==> config.mk <==
export PLATFORM = sky130hd
export DESIGN_NAME = lsu
export DESIGN_NICKNAME = d
export VERILOG_FILES = /design/src/rtl/lsu.sv
export SDC_FILE = /design/constraint.sdc
export NUM_CORES = 1
export LEC_CHECK = 0
export CORE_MARGIN = 2
export CORE_UTILIZATION = 47
export CTS_BUF_LIST = sky130_fd_sc_hd__clkbuf_8
export CTS_CLUSTER_SIZE = 16
export DETAILED_ROUTE_END_ITERATION = 10
export PLACE_DENSITY = 0.93
export SETUP_SLACK_MARGIN = 0.3
export SLEW_MARGIN = 15
export SYNTH_ARGS = -nofsm -noshare
export SYNTH_HDL_FRONTEND = slang
export SYNTH_SLANG_ARGS = --single-unit
export TNS_END_PERCENT = 50
==> constraint.sdc <==
create_clock -name clk -period 3.05 [get_ports clk]
set_input_delay 0.61 -clock clk [delete_from_list [all_inputs] [get_ports clk]]
set_output_delay 0.61 -clock clk [all_outputs]
set_load 0.05 [all_outputs]
==> src/rtl/lsu.sv <==
// Load/store unit: one decoded memory request at a time onto a single-outstanding
// bus with byte strobes; returns extended load data with a one-cycle completion strobe.
module lsu #(
    parameter int ADDR_W = 32
) (
    input  logic              clk,
    input  logic              rst,
    input  logic              req_valid,
    output logic              req_ready,
    input  logic              req_wen,
    input  logic [2:0]        req_func3,
    input  logic [ADDR_W-1:0] req_addr,
    input  logic [31:0]       req_wdata,
    output logic              resp_valid,
    output logic [31:0]       resp_rdata,
    output logic              resp_err,
    output logic              mem_req,
    output logic              mem_we,
    output logic [ADDR_W-1:0] mem_addr,
    output logic [31:0]       mem_wdata,
    output logic [3:0]        mem_wstrb,
    input  logic              mem_gnt,
    input  logic              mem_rvalid,
    input  logic [31:0]       mem_rdata,
    input  logic              mem_bvalid,
    output logic [1:0]        dbg_state
);

    // Handshake: a request transfers on the rising edge where req_valid && req_ready;
    // the requester holds req_valid and its fields stable until then.
    typedef enum logic [1:0] {S_IDLE, S_REQ, S_WAIT, S_RESP} state_t;

    state_t      state_q;
    logic        wen_q;
    logic [2:0]  func3_q;
    logic [1:0]  off_q;
    logic        resp_valid_q, resp_err_q, mem_req_q, mem_we_q;
    logic [31:0] resp_rdata_q, mem_wdata_q;
    logic [3:0]  mem_wstrb_q;
    logic [ADDR_W-1:0] mem_addr_q;

    logic        legal_d;
    logic [3:0]  strb_d;
    logic [31:0] wdata_d;
    logic [31:0] shifted;
    logic [31:0] load_d;

    always_comb begin
        legal_d = 1'b0;
        strb_d  = 4'b1111;
        wdata_d = req_wdata;
        case (req_func3[1:0])
            2'd0: begin
                strb_d  = 4'b0001 << req_addr[1:0];
                wdata_d = {4{req_wdata[7:0]}};
            end
            2'd1: begin
                strb_d  = 4'b0011 << req_addr[1:0];
                wdata_d = {2{req_wdata[15:0]}};
            end
            default: ;
        endcase
        // Width/sign legality first, then natural alignment of the access size.
        if (req_wen)
            legal_d = (req_func3 == 3'd0) || (req_func3 == 3'd1) || (req_func3 == 3'd2);
        else
            legal_d = (req_func3 != 3'd3) && (req_func3 != 3'd6) && (req_func3 != 3'd7);
        if (req_func3[1:0] == 2'd1 && req_addr[0])
            legal_d = 1'b0;
        if (req_func3[1:0] == 2'd2 && req_addr[1:0] != 2'b00)
            legal_d = 1'b0;

        shifted = mem_rdata >> {off_q, 3'b000};
        case (func3_q)
            3'd0:    load_d = {{24{shifted[7]}}, shifted[7:0]};
            3'd1:    load_d = {{16{shifted[15]}}, shifted[15:0]};
            3'd4:    load_d = {24'h0, shifted[7:0]};
            3'd5:    load_d = {16'h0, shifted[15:0]};
            default: load_d = shifted;
        endcase
    end

    always_ff @(posedge clk) begin
        if (rst) begin
            state_q      <= S_IDLE;
            wen_q        <= 1'b0;
            func3_q      <= 3'd0;
            off_q        <= 2'd0;
            resp_valid_q <= 1'b0;
            resp_err_q   <= 1'b0;
            resp_rdata_q <= 32'h0;
            mem_req_q    <= 1'b0;
            mem_we_q     <= 1'b0;
            mem_addr_q   <= '0;
            mem_wdata_q  <= 32'h0;
            mem_wstrb_q  <= 4'h0;
        end else begin
            case (state_q)
                S_IDLE: begin
                    if (req_valid) begin
                        wen_q   <= req_wen;
                        func3_q <= req_func3;
                        off_q   <= req_addr[1:0];
                        if (legal_d) begin
                            mem_req_q   <= 1'b1;
                            mem_we_q    <= req_wen;
                            mem_addr_q  <= {req_addr[ADDR_W-1:2], 2'b00};
                            mem_wstrb_q <= req_wen ? strb_d : 4'h0;
                            mem_wdata_q <= req_wen ? wdata_d : 32'h0;
                            state_q     <= S_REQ;
                        end else begin
                            resp_valid_q <= 1'b1;
                            resp_err_q   <= 1'b1;
                            resp_rdata_q <= 32'h0;
                            state_q      <= S_RESP;
                        end
                    end
                end
                S_REQ: begin
                    if (mem_gnt) begin
                        mem_req_q <= 1'b0;
                        state_q   <= S_WAIT;
                    end
                end
                S_WAIT: begin
                    if (!wen_q && mem_rvalid) begin
                        resp_valid_q <= 1'b1;
                        resp_err_q   <= 1'b0;
                        resp_rdata_q <= load_d;
                        state_q      <= S_RESP;
                    end else if (wen_q && mem_bvalid) begin
                        resp_valid_q <= 1'b1;
                        resp_err_q   <= 1'b0;
                        resp_rdata_q <= 32'h0;
                        state_q      <= S_RESP;
                    end
                end
                default: begin
                    resp_valid_q <= 1'b0;
                    state_q      <= S_IDLE;
                end
            endcase
        end
    end

    assign req_ready  = (state_q == S_IDLE) && !rst;
    assign resp_valid = resp_valid_q;
    assign resp_err   = resp_err_q;
    assign resp_rdata = resp_rdata_q;
    assign mem_req    = mem_req_q;
    assign mem_we     = mem_we_q;
    assign mem_addr   = mem_addr_q;
    assign mem_wdata  = mem_wdata_q;
    assign mem_wstrb  = mem_wstrb_q;
    assign dbg_state  = state_q;

endmodule

# Word level (Yosys, flattened, before mapping)
# Index checks and enable logic that the tools add are counted.
[op_classes]
addsub = 0
mul = 0
n_div = 0
order_cmp = 0
n_eq_ne = 17
shifts = 3
mux = 31
bitwise_logic = 1
reduce_logical = 24
[op_table]
columns = ["cell", "n"]
rows = [
  ["$mux 32", 5],
  ["$pmux 32 s2", 2],
  ["$pmux 32 s4", 1],
  ["$shr 32x5->32", 1],
  ["$mux 1", 12],
  ["$reduce_and 4->1", 3],
  ["$mux 2", 5],
  ["$ne 3x3->1 const B", 3],
  ["$ne 2x2->1 const B", 4],
  ["$pmux 4 s2", 1],
  ["$logic_and 1x1->1", 7],
  ["$eq 3x1->1 const B", 2],
  ["$eq 3x3->1 const B", 2],
  ["$logic_not 3->1", 2],
  ["$pmux 2 s3", 1],
  ["$reduce_and 3->1", 2],
  ["$reduce_bool 2->1", 3],
  ["$eq 2x1->1 const B", 2],
  ["$eq 2x2->1 const B", 2],
  ["$logic_not 2->1", 2],
  ["$mux 4", 1],
  ["$pmux 1 s2", 2],
  ["$shl 1x2->4 const A", 1],
  ["$shl 2x2->4 const A", 1],
  ["7 further kinds", 9],
]
[totals]
ff_bits = 110
latchBits = 0
ram_bits = 0
romBits = 0
input_bits = 106
out_inout_bits = 107
word_cells = 88
mem_count = 0

# Longest topological paths before layout
[depth]
ltp_word = 9
mapped_depth = 9
depth_no_buf = 6

# Worst setup path before layout
# No wires, ideal clock.
[synth_path]
path_kind = "reg2out"
from = "register state_q[0], in the netlist dbg_state[0]"
to = "output port req_ready"
t_arrival_ns = 1.788
t_required_ns = 2.440
setup_slack_ns = 0.652
stages_incl_launch_ff = 5
n_path_buf = 1
cell_sequence = "dfxtp_1 inv_1 ha_1 clkbuf_1 nor2b_1"
[synth_via]
elab_chain_len = 2
[synth_rtl]
columns = ["element", "line_no", "rtl"]
rows = [
  ["from (decl)", "33", "state_t state_q;"],
  ["from (signal assigned)", "85", "state_q <= S_IDLE;"],
  ["from (signal assigned)", "110", "state_q <= S_REQ;"],
  ["from (signal assigned)", "115", "state_q <= S_RESP;"],
  ["$logic_not 2->1", "146", "assign req_ready = (state_q == S_IDLE) && !rst;"],
  ["$logic_and 1x1->1", "146", ""],
  ["to (decl)", "9", "output logic req_ready,"],
]
# Every way passes these cells.

# Final worst setup path
# Same ends and word-level chain as after synthesis.

==> results.json <==
{
  "synth_top_area_cell": "dfxtp_1",
  "p_int_uw": 2590,
  "core_area_sq_mm": 0.0103,
  "arrival_ns": 2.04,
  "r2r_cells": 8,
  "grt_pass1_wl_microns": 24800,
  "cts_sinks": 110,
  "cts_buffers": 9,
  "status": "completed",
  "whs_path_depth": 2,
  "grt_antenna_before_repair": 0,
  "synth-async-reset-ratio": 0,
  "maxCapViolations": 0,
  "finalMaxSlewViolations": 0,
  "pin_count": 213,
  "gp_congestion": 0.930,
  "firstDrtPassIters": 5,
  "clkTransAtPathRegs_ns": 0.11,
  "power_frac_seq": 0.388,
  "tns_ns": 0,
  "avgViaCountPerCell": 5.55,
  "ir_worst_vdd_v": 0.000365,
  "dieHeight_microns": 107,
  "gr-total-overflow": 0,
  "worst_pin_slew_ns": 1.05,
  "cts_tree": "built",
  "power.total_uw": 4260,
  "combPwrFrac": 0.397,
  "chipWidth_microns": 107,
  "cts_resized": 0,
  "startpoint": "dbg_state[0]$_SDFFE_PP0P_",
  "cp_top_family": "buffers and inverters",
  "diodes": 0,
  "clock_power_share": 0.215,
  "grt_use_met2": 0.475,
  "cts_root_buf": "clkbuf_8",
  "first_iter_violations": 289,
  "cp_slowest_stage_delay_ns": 0.83,
  "track_usage": 0.269,
  "nFillCells": 746,
  "final_hold_viol_count": 0,
  "critPathBufInv": 2,
  "p_sw_uw": 1670,
  "syn-cell-area_sq_mm": 0.00495,
  "met3_usage": 0.0833,
  "drc": 0,
  "gr-usage-met1": 0.308,
  "ys_warn_count": 0,
  "stdcell_count": 893,
  "post_drt_wl_per_cell_microns": 17.3,
  "hold_buffers": 0,
  "ys_seq_area_frac": 0.445,
  "first_global_vias": 5035,
  "fin_crit_sh": 0.867,
  "end_kind": "primary output",
  "drt-total-wl_microns": 15400,
  "netlist.area_leader.share": 0.445,
  "clock.fmax_mhz": 378,
  "crit_fanout": 4,
  "crit_type": "flip-flop to primary output",
  "cts_setup_buffers": 0,
  "dpl.cell_count": 877,
  "required_ns": 2.44,
  "postSynthAreaPerCell_sq_um": 8.75,
  "hold_path.class": "flip-flop to flip-flop",
  "grt.busiest_layer": "met2",
  "critPathLaunchType": "flip-flop",
  "p_leak_uw": 0.00263,
  "grt_start_max_net_pins": 80,
  "worstReg2RegStart": "dbg_state[1]$_SDFFE_PP0P_",
  "synthCells": 566,
  "initial_core_util": 0.482,
  "swShare": 0.392,
  "dp_hpwl_microns": 11400,
  "skew_ns": 0.0145,
  "clockBufferDepth": 2,
  "nets": 862,
  "min_from": "mem_addr[28]$_SDFFE_PP0P_",
  "synthTopCellsByArea": "dfxtp_1 44%, nand2_1 8.0%, mux2i_1 5.3%, a22oi_1 4.9%, a21oi_1 4.6%",
  "holdWs_ns": 0.462,
  "ys_types": 44,
  "synth-edff-count": 0,
  "setup_violations": 0,
  "path_depth": 4,
  "ant_nets": 0,
  "num_vias": 4958,
  "synth_flop_cell": "dfxtp_1",
  "slew_headroom": 0.299,
  "finalCriticalPeriod_ns": 2.65,
  "p_per_area_mw_per_mm2": 582,
  "yosys.cell_count.top_type": "dfxtp_1",
  "ys_seq_elements": 110,
  "die_area_sq_mm": 0.0114,
  "crit_path_top_delay_cell": "clkdlybuf4s50_1",
  "drive_gt1_frac": 0.0766,
  "clock_latency_ns": 0.37,
  "syn2layout_area_growth_pct": 48.1,
  "port_buffers": 210,
  "htreeDepth": 3,
  "row_count": 37,
  "rsz0062_at_grt": "false",
  "worstPathCellList": "inv_1 > ha_1 > nor2b_1 > clkdlybuf4s50_1",
  "yosys-top-cells-count": "110 x dfxtp_1, 105 x nand2_1, 46 x a21oi_1"
}
==> cell usage in the layout, fill, tap and decap left out, types with 2 or more instances in the layout <==
cell and count:
clkdlybuf4s50_1 209, dfxtp_1 110, nand2_1 105, a21oi_1 45, nor2_1 43, a22oi_1 32
o21ai_0 30, mux2i_1 26, a32o_1 23, buf_4 18, mux2_2 17, nor2b_1 10
nand3_1 9, a22o_1 9, clkbuf_8 9, inv_1 8, a2bb2oi_1 8, a211o_1 7
ha_1 4, nor3_1 3, o31ai_1 2, conb_1 2, inv_6 2
==> per-layer routing <==
layer	vias to the layer above	wire [microns]
li1	2380	-
met1	2330	5880
met2	222	7780
met3	26	1470
met4	0	310
met5	-	0
==> kinds of logic (layout without fill, tap and decap cells) <==
kind of cell,Yosys count,in the layout,synth area share
multiplexers,44,44,0.0958
AO/OA/AOI/OAI,168,168,0.241
AND/OR/NAND/NOR,178,178,0.152
adder cells (fa/ha/maj),4,4,0.0101
buffers and inverters,61,251,0.0553
flip-flops,110,110,0.445
other,1,2,0.000757
==> final timing paths <==
kind,slack (ns),to
worst max-delay path,0.40,req_ready
worst min-delay path,0.46,mem_addr[28]$_SDFFE_PP0P_
worst max register to register,0.75,mem_addr[19]$_SDFFE_PP0P_
worst min register to register,0.46,mem_addr[28]$_SDFFE_PP0P_
==> state kept, by name (all words and copies together), names as in the netlist <==
| signal | cells |
|---|---|
| dbg_state | 2 |
| func3_q | 3 |
| mem_addr | 30 |
| mem_req | 1 |
| mem_wdata | 32 |
| mem_we | 1 |
| mem_wstrb | 4 |
| off_q | 2 |
| resp_err | 1 |
| resp_rdata | 32 |
| resp_valid | 1 |
| wen_q | 1 |
==> worst register-to-register path, stage by stage (launching register included) <==
cell and delay [ns]:
dfxtp_1 0.42, inv_1 0.10, ha_1 0.20, buf_4 0.19
nand2_1 0.21, o21bai_4 0.46, buf_4 0.39, nand2_1 0.09
a21oi_1 0.17
==> layout make-up <==
class	instances	area (sq um)	share of cell area
clock buffers	9	124	0.0169
clock inverters	7	83.8	0.0114
inverters	7	26.3	0.00358
multi-input cells	396	2490	0.340
flip-flops and latches	110	2200	0.300
well taps	136	170	0.0232
repair buffers	228	2230	0.304
==> power groups by stage <==
stage          Combinational, uW  Clock (uW)  Sequential [uW]
2_1_floorplan                770           0             2030
3_3_place_gp                1630           0             1680
3_5_place_dp                1680           0             1690
4_1_cts                     1690         928             1650
5_1_grt                     1820         970             1670
6_report                    1690         917             1650
==> per-stage QoR <==
stage	util	setup slack (ns)	instance area, sq um
2_1_floorplan	-	0.652	4950
3_5_place_dp	0.693	0.195	7120
4_1_cts	0.713	0.379	7330
6_report	0.713	0.404	7330
5_1_grt	0.713	0.324	7330
3_3_place_gp	0.693	0.323	7120
(Power assumes the default switching activity.)
